**config.mk**
```make
export PLATFORM = sky130hd
export DESIGN_NAME = cache_controller
export DESIGN_NICKNAME = d
export VERILOG_FILES = /design/src/rtl/cache_controller.sv
export SDC_FILE = /design/constraint.sdc
export NUM_CORES = 1
export LEC_CHECK = 0
export CAP_MARGIN = 20
export CORE_ASPECT_RATIO = 1.2
export CORE_UTILIZATION = 28
export DETAILED_ROUTE_END_ITERATION = 8
export HOLD_SLACK_MARGIN = 0.05
export PLACE_DENSITY_LB_ADDON = 0.12
export SYNTH_ARGS = -nofsm -noshare
export SYNTH_HDL_FRONTEND = slang
export SYNTH_SLANG_ARGS = --single-unit
```
**constraint.sdc**
```tcl
create_clock -name clk -period 1.4 [get_ports clk]
set_clock_uncertainty 0.1 [all_clocks]
set_input_delay 0.21 -clock clk [delete_from_list [all_inputs] [get_ports clk]]
set_output_delay 0.21 -clock clk [all_outputs]
set_load 0.01 [all_outputs]
```
**src/rtl/cache_controller.sv**
```systemverilog
// Single-level cache controller: compare, optional victim writeback, line allocate.
// All outputs are combinational from the registered state, latched request and live inputs.
module cache_controller #(
  parameter int unsigned TIMEOUT = 16
) (
  input  logic       clk,
  input  logic       rst,
  output logic [1:0] state_test,
  output logic [1:0] state_next_test,
  input  logic       req_cpu_i,
  input  logic       adr_cpu_i,
  input  logic       dat_cpu_i,
  input  logic       we_cpu_i,
  input  logic       dat_mem_i,
  input  logic       ack_mem_i,
  input  logic       cc_hit_i,
  input  logic       cc_dat_i,
  input  logic       cc_valid_i,
  input  logic       adr_mshr_load_i,
  input  logic       dat_mshr_load_i,
  input  logic       adr_mshr_deload_i,
  input  logic       dat_mshr_deload_i,
  input  logic       lru,
  input  logic       free,
  output logic       dat_cpu_o,
  output logic       ack_cpu_o,
  output logic       err_cpu_o,
  output logic       cyc_m2s,
  output logic       we_m2s,
  output logic       adr_m2s,
  output logic       dat_m2s,
  output logic       cc_we_o,
  output logic       cc_adr_o,
  output logic       cc_dat_o,
  output logic       adr_mshr_load_o,
  output logic       dat_mshr_load_o,
  output logic       adr_mshr_deload_o,
  output logic       dat_mshr_deload_o
);

  typedef enum logic [1:0] {
    StIdle      = 2'b00,
    StCompare   = 2'b01,
    StWriteback = 2'b10,
    StAllocate  = 2'b11
  } state_e;

  localparam int unsigned CntW = $clog2(TIMEOUT + 1);

  state_e          state_q, state_d;
  logic            adr_q, adr_d;
  logic            dat_q, dat_d;
  logic            we_q, we_d;
  logic [CntW-1:0] cnt_q, cnt_d;
  logic            hit;
  logic            timeout;

  assign hit     = cc_hit_i & cc_valid_i;
  // Last permitted wait cycle: a missing ack here aborts the request.
  assign timeout = (cnt_q == CntW'(TIMEOUT - 1));

  assign state_test      = state_q;
  assign state_next_test = state_d;

  always_ff @(posedge clk) begin
    if (rst) begin
      state_q <= StIdle;
      adr_q   <= 1'b0;
      dat_q   <= 1'b0;
      we_q    <= 1'b0;
      cnt_q   <= '0;
    end else begin
      state_q <= state_d;
      adr_q   <= adr_d;
      dat_q   <= dat_d;
      we_q    <= we_d;
      cnt_q   <= cnt_d;
    end
  end

  always_comb begin
    state_d           = state_q;
    adr_d             = adr_q;
    dat_d             = dat_q;
    we_d              = we_q;
    cnt_d             = cnt_q;
    dat_cpu_o         = 1'b0;
    ack_cpu_o         = 1'b0;
    err_cpu_o         = 1'b0;
    cyc_m2s           = 1'b0;
    we_m2s            = 1'b0;
    adr_m2s           = 1'b0;
    dat_m2s           = 1'b0;
    cc_we_o           = 1'b0;
    cc_adr_o          = 1'b0;
    cc_dat_o          = 1'b0;
    adr_mshr_load_o   = 1'b0;
    dat_mshr_load_o   = 1'b0;
    adr_mshr_deload_o = 1'b0;
    dat_mshr_deload_o = 1'b0;

    unique case (state_q)
      StIdle: begin
        if (req_cpu_i) begin
          adr_d   = adr_cpu_i;
          dat_d   = dat_cpu_i;
          we_d    = we_cpu_i;
          state_d = StCompare;
        end
      end

      StCompare: begin
        cc_adr_o = adr_q;
        if (hit) begin
          ack_cpu_o = 1'b1;
          if (we_q) begin
            cc_we_o  = 1'b1;
            cc_dat_o = dat_q;
          end else begin
            dat_cpu_o = cc_dat_i;
          end
          state_d = StIdle;
        end else begin
          adr_mshr_load_o = adr_q;
          dat_mshr_load_o = dat_q;
          cnt_d           = '0;
          if (free) begin
            state_d = StAllocate;
          end else begin
            adr_mshr_deload_o = lru;
            dat_mshr_deload_o = cc_dat_i;
            state_d           = StWriteback;
          end
        end
      end

      StWriteback: begin
        if (ack_mem_i || !timeout) begin
          cyc_m2s = 1'b1;
          we_m2s  = 1'b1;
          adr_m2s = adr_mshr_deload_i;
          dat_m2s = dat_mshr_deload_i;
        end
        if (ack_mem_i) begin
          cnt_d   = '0;
          state_d = StAllocate;
        end else if (timeout) begin
          err_cpu_o = 1'b1;
          cnt_d     = '0;
          state_d   = StIdle;
        end else begin
          cnt_d = cnt_q + CntW'(1);
        end
      end

      StAllocate: begin
        if (ack_mem_i || !timeout) begin
          cyc_m2s = 1'b1;
          adr_m2s = adr_mshr_load_i;
        end
        if (ack_mem_i) begin
          cc_we_o   = 1'b1;
          cc_adr_o  = adr_q;
          cc_dat_o  = we_q ? dat_mshr_load_i : dat_mem_i;
          ack_cpu_o = 1'b1;
          dat_cpu_o = we_q ? 1'b0 : dat_mem_i;
          cnt_d     = '0;
          state_d   = StIdle;
        end else if (timeout) begin
          err_cpu_o = 1'b1;
          cnt_d     = '0;
          state_d   = StIdle;
        end else begin
          cnt_d = cnt_q + CntW'(1);
        end
      end

      default: state_d = StIdle;
    endcase
  end

endmodule

```
==> metrics.txt <==
status=finished, violations left; failing checks=negative setup slack; sw frac=29.64%; Routed Antenna Nets=0; final instance area=1350 um2; DP HPWL=1571 um; stages on the worst setup path=6; via count=roughly 870; Core Footprint=2095 um2; GP Congestion=0.7588; combinational cell fraction of total power=about two fifths; hold depth=2; hold crit path type=reg2reg; clock tree sinks=10; metal3 WL=158 um; Peak VDD IR=0.0005033 V; Synth Area per Inst=7.898 um2; Tmin final=between 1500 and 2000 ps; Startpoint Class=flop; yosys synthesis warning count=0; synth unique cells=32; measured slew at the worst slew-check pin=about 270 ps; FP Rows=18; initial antenna violation count=0; Clock Path Buffers=2; chip height=54.04 um; vias in the first global route=just over 800; r2r setup slk=-70 ps; Clock Power Share=23.2%; Post-DP Area=1174 um2; reg2reg end=state_test[0]; clock-pin slew on the worst setup and hold paths=70 ps; Yosys reg bits=10; WL met1=837 um; PortBufs=34; critical path peak fanout=3; maximum number of pins on one net before global-route repair=9; Final setup viols=20; R2R cell count=5; critical path data required time=1090 ps; CP Capture Type=output port; metal2 WL=1173 um; crit path to=state_next_test[0]; Worst path top cell family by delay=simple AND/OR/NAND/NOR gates; sequential area share after synthesis=31.68%; RSZ-0062 raised after global routing=true; Hold-fix buffers, CTS=0; LEAKAGE=roughly 0.00063 uW; Final Net Count=169; Slew HR=82.02%; highest routing layer actually used=met4; share of layout cells above drive strength 1=between 50% and 60%; slowest cell delay on critical path=between 300 and 400 ps; Synth Net Count=~100; DR pass1 iterations=4; IO Count=35; final wirelength=2194 um; sequential power share=37.1%; Max Fclk=~530 MHz; H-tree Lvls=1; first-pass GRT wire length=around 3400 um; data arrival time of the critical path=1590 ps; final hold vios=0; crit path cell chain=ha_4 > nand4b_1 > buf_4 > or3b_4 > nand3_2 > buf_6; Remaining DRCs=0; area grow syn2layout=113.7%; n_diodes=0; CP max stage cell=or3b_4; FILL cells=199; final core utilization=64.46%; max-cap violations=0; Inserted Clock Buffers=3; Initial Util=between 30% and 40%; clock latency on the worst-skew pair=270 ps; Int Pwr=598.5 uW; drt via density=4.883; crit path launch=cnt_q[1]; drt wl/cell=12.26 um; Synth Instances=80; clk root buf=clkbuf_4; DIE AREA=2452 um2; Crit Path Class=reg2out; period utilization=135.6%; GRT Total Usage=approximately a fifth; post-route setup slack=-497.7 ps; DRT iter0 DRCs=8; TritonCTS clock tree=built; crit path buf inv count=2; net switching power figure=252.2 uW; GRT overflow=0; Max Slew Vio Count=0; Cell Area, Synth=631.9 um2; Reg-to-Reg Start=cnt_q[1]; die width=45.37 um; pwr dens=630.1 nW/um2
==> Yosys cell counts (all sizes together) <==
library cell	number	area [um2]
nor3b	4	35.03
a21oi	7	35.03
or3b	1	8.760
nand3	7	35.03
nand4	1	6.260
nand2	8	30.03
o211ai	1	7.510
o21ai	1	5.000
o21a	1	7.510
inv	2	7.510
ha	1	12.51
a21o	1	7.510
a21bo	1	10.01
mux2i	4	40.04
and3	4	25.02
or2	2	12.51
or3	1	6.260
nand2b	2	12.51
and2b	2	15.01
nand3b	1	7.510
a211oi	1	7.510
dfxtp	10	200.2
nand4b	1	8.760
a32oi	1	8.760
a22oi	2	15.01
nor2	7	26.28
a31oi	2	12.51
buf	3	16.26
and4b	1	10.01
==> how the worst min path moves through the flow <==
stage / startpoint / slack, ps / to
2_1_floorplan: adr_cpu_i / 260 / adr_q
3_3_place_gp: cnt_q[4] / 340 / cnt_q[4]
3_5_place_dp: cnt_q[4] / 340 / cnt_q[4]
4_1_cts: cnt_q[4] / 350 / cnt_q[4]
5_1_grt: cnt_q[4] / 390 / cnt_q[4]
6_report: cnt_q[4] / 350 / cnt_q[4]
==> state kept, by name, summed over array words and instances (netlist names) <==
| name | count |
|---|---|
| adr_q | 1 |
| dat_q | 1 |
| we_q | 1 |
| state_test | 2 |
| cnt_q | 5 |
==> worst register-to-register path: cells and delay by family (launching register included) <==
kind	cells	cell delay [ps]
buf+inv	1	140
flops	1	330
compound gates	1	140
simple gates	2	520
fa+ha+maj	1	160
==> cell type report <==
cell class              instances  area, um2  area share (%)
multi-input cells              65      494.2           36.61
well taps                      30      37.54           2.780
repair buffers                 69      578.1           42.82
clock buffers                   3      22.52           1.668
inverters                       2      7.507          0.5561
flip-flops and latches         10      210.2           15.57
==> placed cells by master (no fill, tap or decap), types with 2 or more instances in the layout <==
cell              n
a21oi_1           3
a21oi_2           4
a22oi_2           2
a31oi_1           2
and3_4            2
buf_2            10
buf_4            28
buf_6            11
clkbuf_4          3
clkdlybuf4s50_1  13
dfxtp_1           6
dfxtp_2           2
dfxtp_4           2
dlygate4sd2_1     6
mux2i_1           4
nand2_1           7
nand2b_1          2
nand3_1           6
nor2_1            6
nor3b_2           4
or2_1             2
==> kinds of logic (layout without fill, tap and decap cells) <==
kind of cell / after synthesis / after routing / synth area share, %
simple gates: 42 / 42 / 37.82
buf+inv: 5 / 74 / 3.762
compound gates: 18 / 18 / 18.42
mux: 4 / 4 / 6.337
flops: 10 / 10 / 31.68
fa+ha+maj: 1 / 1 / 1.980
==> per-layer routing <==
metal,vias to the layer above,track usage [%]
li1,434,-
met1,407,20.16
met2,29,35.75
met3,4,5.034
met4,0,10.10
met5,-,0
==> repair_timing <==
| action | CTS | global route |
|---|---|---|
| buffers inserted | 15 | 3 |
| setup endpoints to repair | 21 | 23 |
| gates cloned | 0 | 0 |
| endpoints found under the hold margin | 0 | 0 |
| resized for setup | 84 | 8 |
| pin swaps | 14 | 10 |
==> metrics by stage <==
stage | std cells | worst slack (ps) | setup TNS, ps | total power (uW) | hold slack (ps)
after floorplan | 80 | -35.74 | -35.74 | 440.5 | 257.2
after global placement | 159 | -760.7 | -11300 | 604.6 | 340.2
after detailed placement | 159 | -785.8 | -11720 | 607.5 | 339.6
after CTS | 176 | -467.3 | -4549 | 842.5 | 351.2
after global routing | 179 | -619.0 | -7026 | 906.3 | 387.3
final | 179 | -497.7 | -5238 | 850.7 | 348.2
==> power groups by stage <==
stage                     Clock (uW)  Combinational, uW  Sequential [uW]
after detailed placement           0                284              323
after CTS                        206                322              314
after global routing             220                368              318
after floorplan                    0                121              320
final                            197                338              316
after global placement             0                281              324
No activity file was read; power rests on OpenSTA's default activity.
==> RTL change, RTL diff (same settings) <==
Set the parameter `TIMEOUT` to 32 (it was 16).
--- a/src/rtl/cache_controller.sv
+++ b/src/rtl/cache_controller.sv
@@ -1,7 +1,7 @@
 // Single-level cache controller: compare, optional victim writeback, line allocate.
 // All outputs are combinational from the registered state, latched request and live inputs.
 module cache_controller #(
-  parameter int unsigned TIMEOUT = 16
+  parameter int unsigned TIMEOUT = 32
 ) (
   input  logic       clk,
   input  logic       rst,
Formal check against the unedited RTL: no difference found for any inputs over 10 cycles, from zero or initial values and one cycle with rst high; that may be too few to reach the edited logic, so the function may still have changed.
==> RTL change against the unedited design <==
- the run still ends with setup timing left
- sequential cell count grew 1
- setup slack gained 86 ps
- power grew 11%
- hold slack gained 27 ps
- sequential power grew 9.8%
- combinational power grew 9.2%
- global-route usage shrank 2.0 points
- design area grew 8.1%
- synthesized area grew 9.1%
- routed wire length grew 9.2%
==> RTL change: results (changes against the unedited design) <==
Final layout:
- The final net count is 177 (was 169).
- The number of flip-flops in the largest register is 6 (was 5).
- The number of non-filler instances in the completed layout came to 189 (was 179).
- The fraction of final layout cells with drive strength greater than 1 is 57.6% (was 53.0%).

Power:
- The net switching power is 285 µW (was 252 µW).
- The reported combinational group power is 369 µW (was 338 µW).
- The logic gate share of total power came to 39.2% (was 39.7%).
- The static leakage power is 0.645 nW (was 0.631 nW).

Routing:
- The number of DRC markers after the initial detailed-route iteration is 11 (was 8).
- The final routed wirelength across all metal layers was 2400 µm (was 2190 µm).
- The met1 routed wirelength after detailed routing is 1020 µm (was 837 µm).
- The via count of the routed design is 917 (was 874).
- The wire length on met2 was 1170 µm (about the same).
- The detailed-router iteration count before antenna repair is 3 (was 4).

Timing:
- The post-route worst setup slack was -412 ps (was -498 ps).
- The setup violation total in the final timing report was 20 (unchanged).
- The worst-margin pin slew came to 346 ps (was 269 ps).

Worst setup path:
- The cell class contributing the biggest share of worst-path delay is flip-flops (was simple AND/OR/NAND/NOR gates).
- The worst-path cell with the longest stage delay is sky130_fd_sc_hd__dfxtp_2 (was sky130_fd_sc_hd__or3b_4).

Yosys:
- The area fraction of the dominant cell type after synthesis is 31.9% (was 31.7%).
- Cell types occupying the most area after synthesis: sky130_fd_sc_hd__dfxtp_1 32%, sky130_fd_sc_hd__a21oi_1 8.7%, sky130_fd_sc_hd__nor2_1 5.4%, sky130_fd_sc_hd__nand2_1 4.4%, sky130_fd_sc_hd__nor3b_1 4.4% (was sky130_fd_sc_hd__dfxtp_1 32%, sky130_fd_sc_hd__mux2i_1 6.3%, sky130_fd_sc_hd__a21oi_1 5.5%, sky130_fd_sc_hd__nand3_1 5.5%, sky130_fd_sc_hd__nand2_1 4.8%).
- The post-synth net total is 108 (was 98).

Global routing:
- The global-route total usage across every layer is 17.6% (was 19.6%).
- The global-route wire length before repair is 3430 µm (was 3350 µm).
- The number of global-route vias before repair is 851 (was 811).

Outcome:
- Violations in the final reports: setup timing (unchanged).
- Run status: finished, violations left (unchanged).

Place:
- The final estimated routing congestion in global placement is 0.755 (was 0.759).
## RTL change: cell types whose count changed after synthesis, sizes merged, moves of 2 or more
cell,unedited run,this run
a21oi,7,12
o21ai,1,6
and2,0,4
nor2,7,11
mux2i,4,1
nand3,7,4
and2b,2,0
and3,4,2
nor2b,0,2
nor3,0,2
## RTL change: path summary, 6_finish.rpt
path | end | startpoint | cells after the start | slack (ps)
worst max register to register | cnt_q[3]$_SDFFE_PP0P_ | cnt_q[0]$_SDFFE_PP0P_ | 7 | -240
worst max-delay path | state_next_test[1] | cnt_q[0]$_SDFFE_PP0P_ | 6 | -410
worst min-delay path | we_q$_SDFFE_PP0P_ | we_cpu_i | 3 | 380
worst min register to register | adr_q$_SDFFE_PP0P_ | adr_q$_SDFFE_PP0P_ | 2 | 410
## RTL change: kinds of logic (layout without fill, tap and decap cells)
logic type	after synthesis	in the layout	share of synthesized area [%]
muxes	1	1	1.45
adders and majority gates	1	1	1.81
DFF	11	11	31.9
AOI/OAI and AO/OA	27	27	25.6
buffers and inverters	6	74	3.81
and+or+nand+nor	44	44	35.4
## RTL change: stage by stage
step	TNS [ps]	setup slack [ps]
after CTS	-4980	-410
after detailed placement	-12850	-823
final	-5010	-412
after global routing	-6230	-463
after global placement	-12440	-775
after floorplan	-174	-140
## RTL change: area by class of cell
| cell class | count | share of cell area, % |
|---|---|---|
| clock buffers | 4 | 1.80 |
| inverters | 2 | 0.515 |
| multi-input cells | 73 | 38.7 |
| flip-flops and latches | 11 | 16.0 |
| well taps | 31 | 2.66 |
| repair buffers | 68 | 40.4 |
## RTL change: layer usage
layer	GRT usage, %	vias to the layer above
li1	-	460
met1	19.2	424
met2	30.1	29
met3	2.89	4
met4	9.80	0
met5	0	-
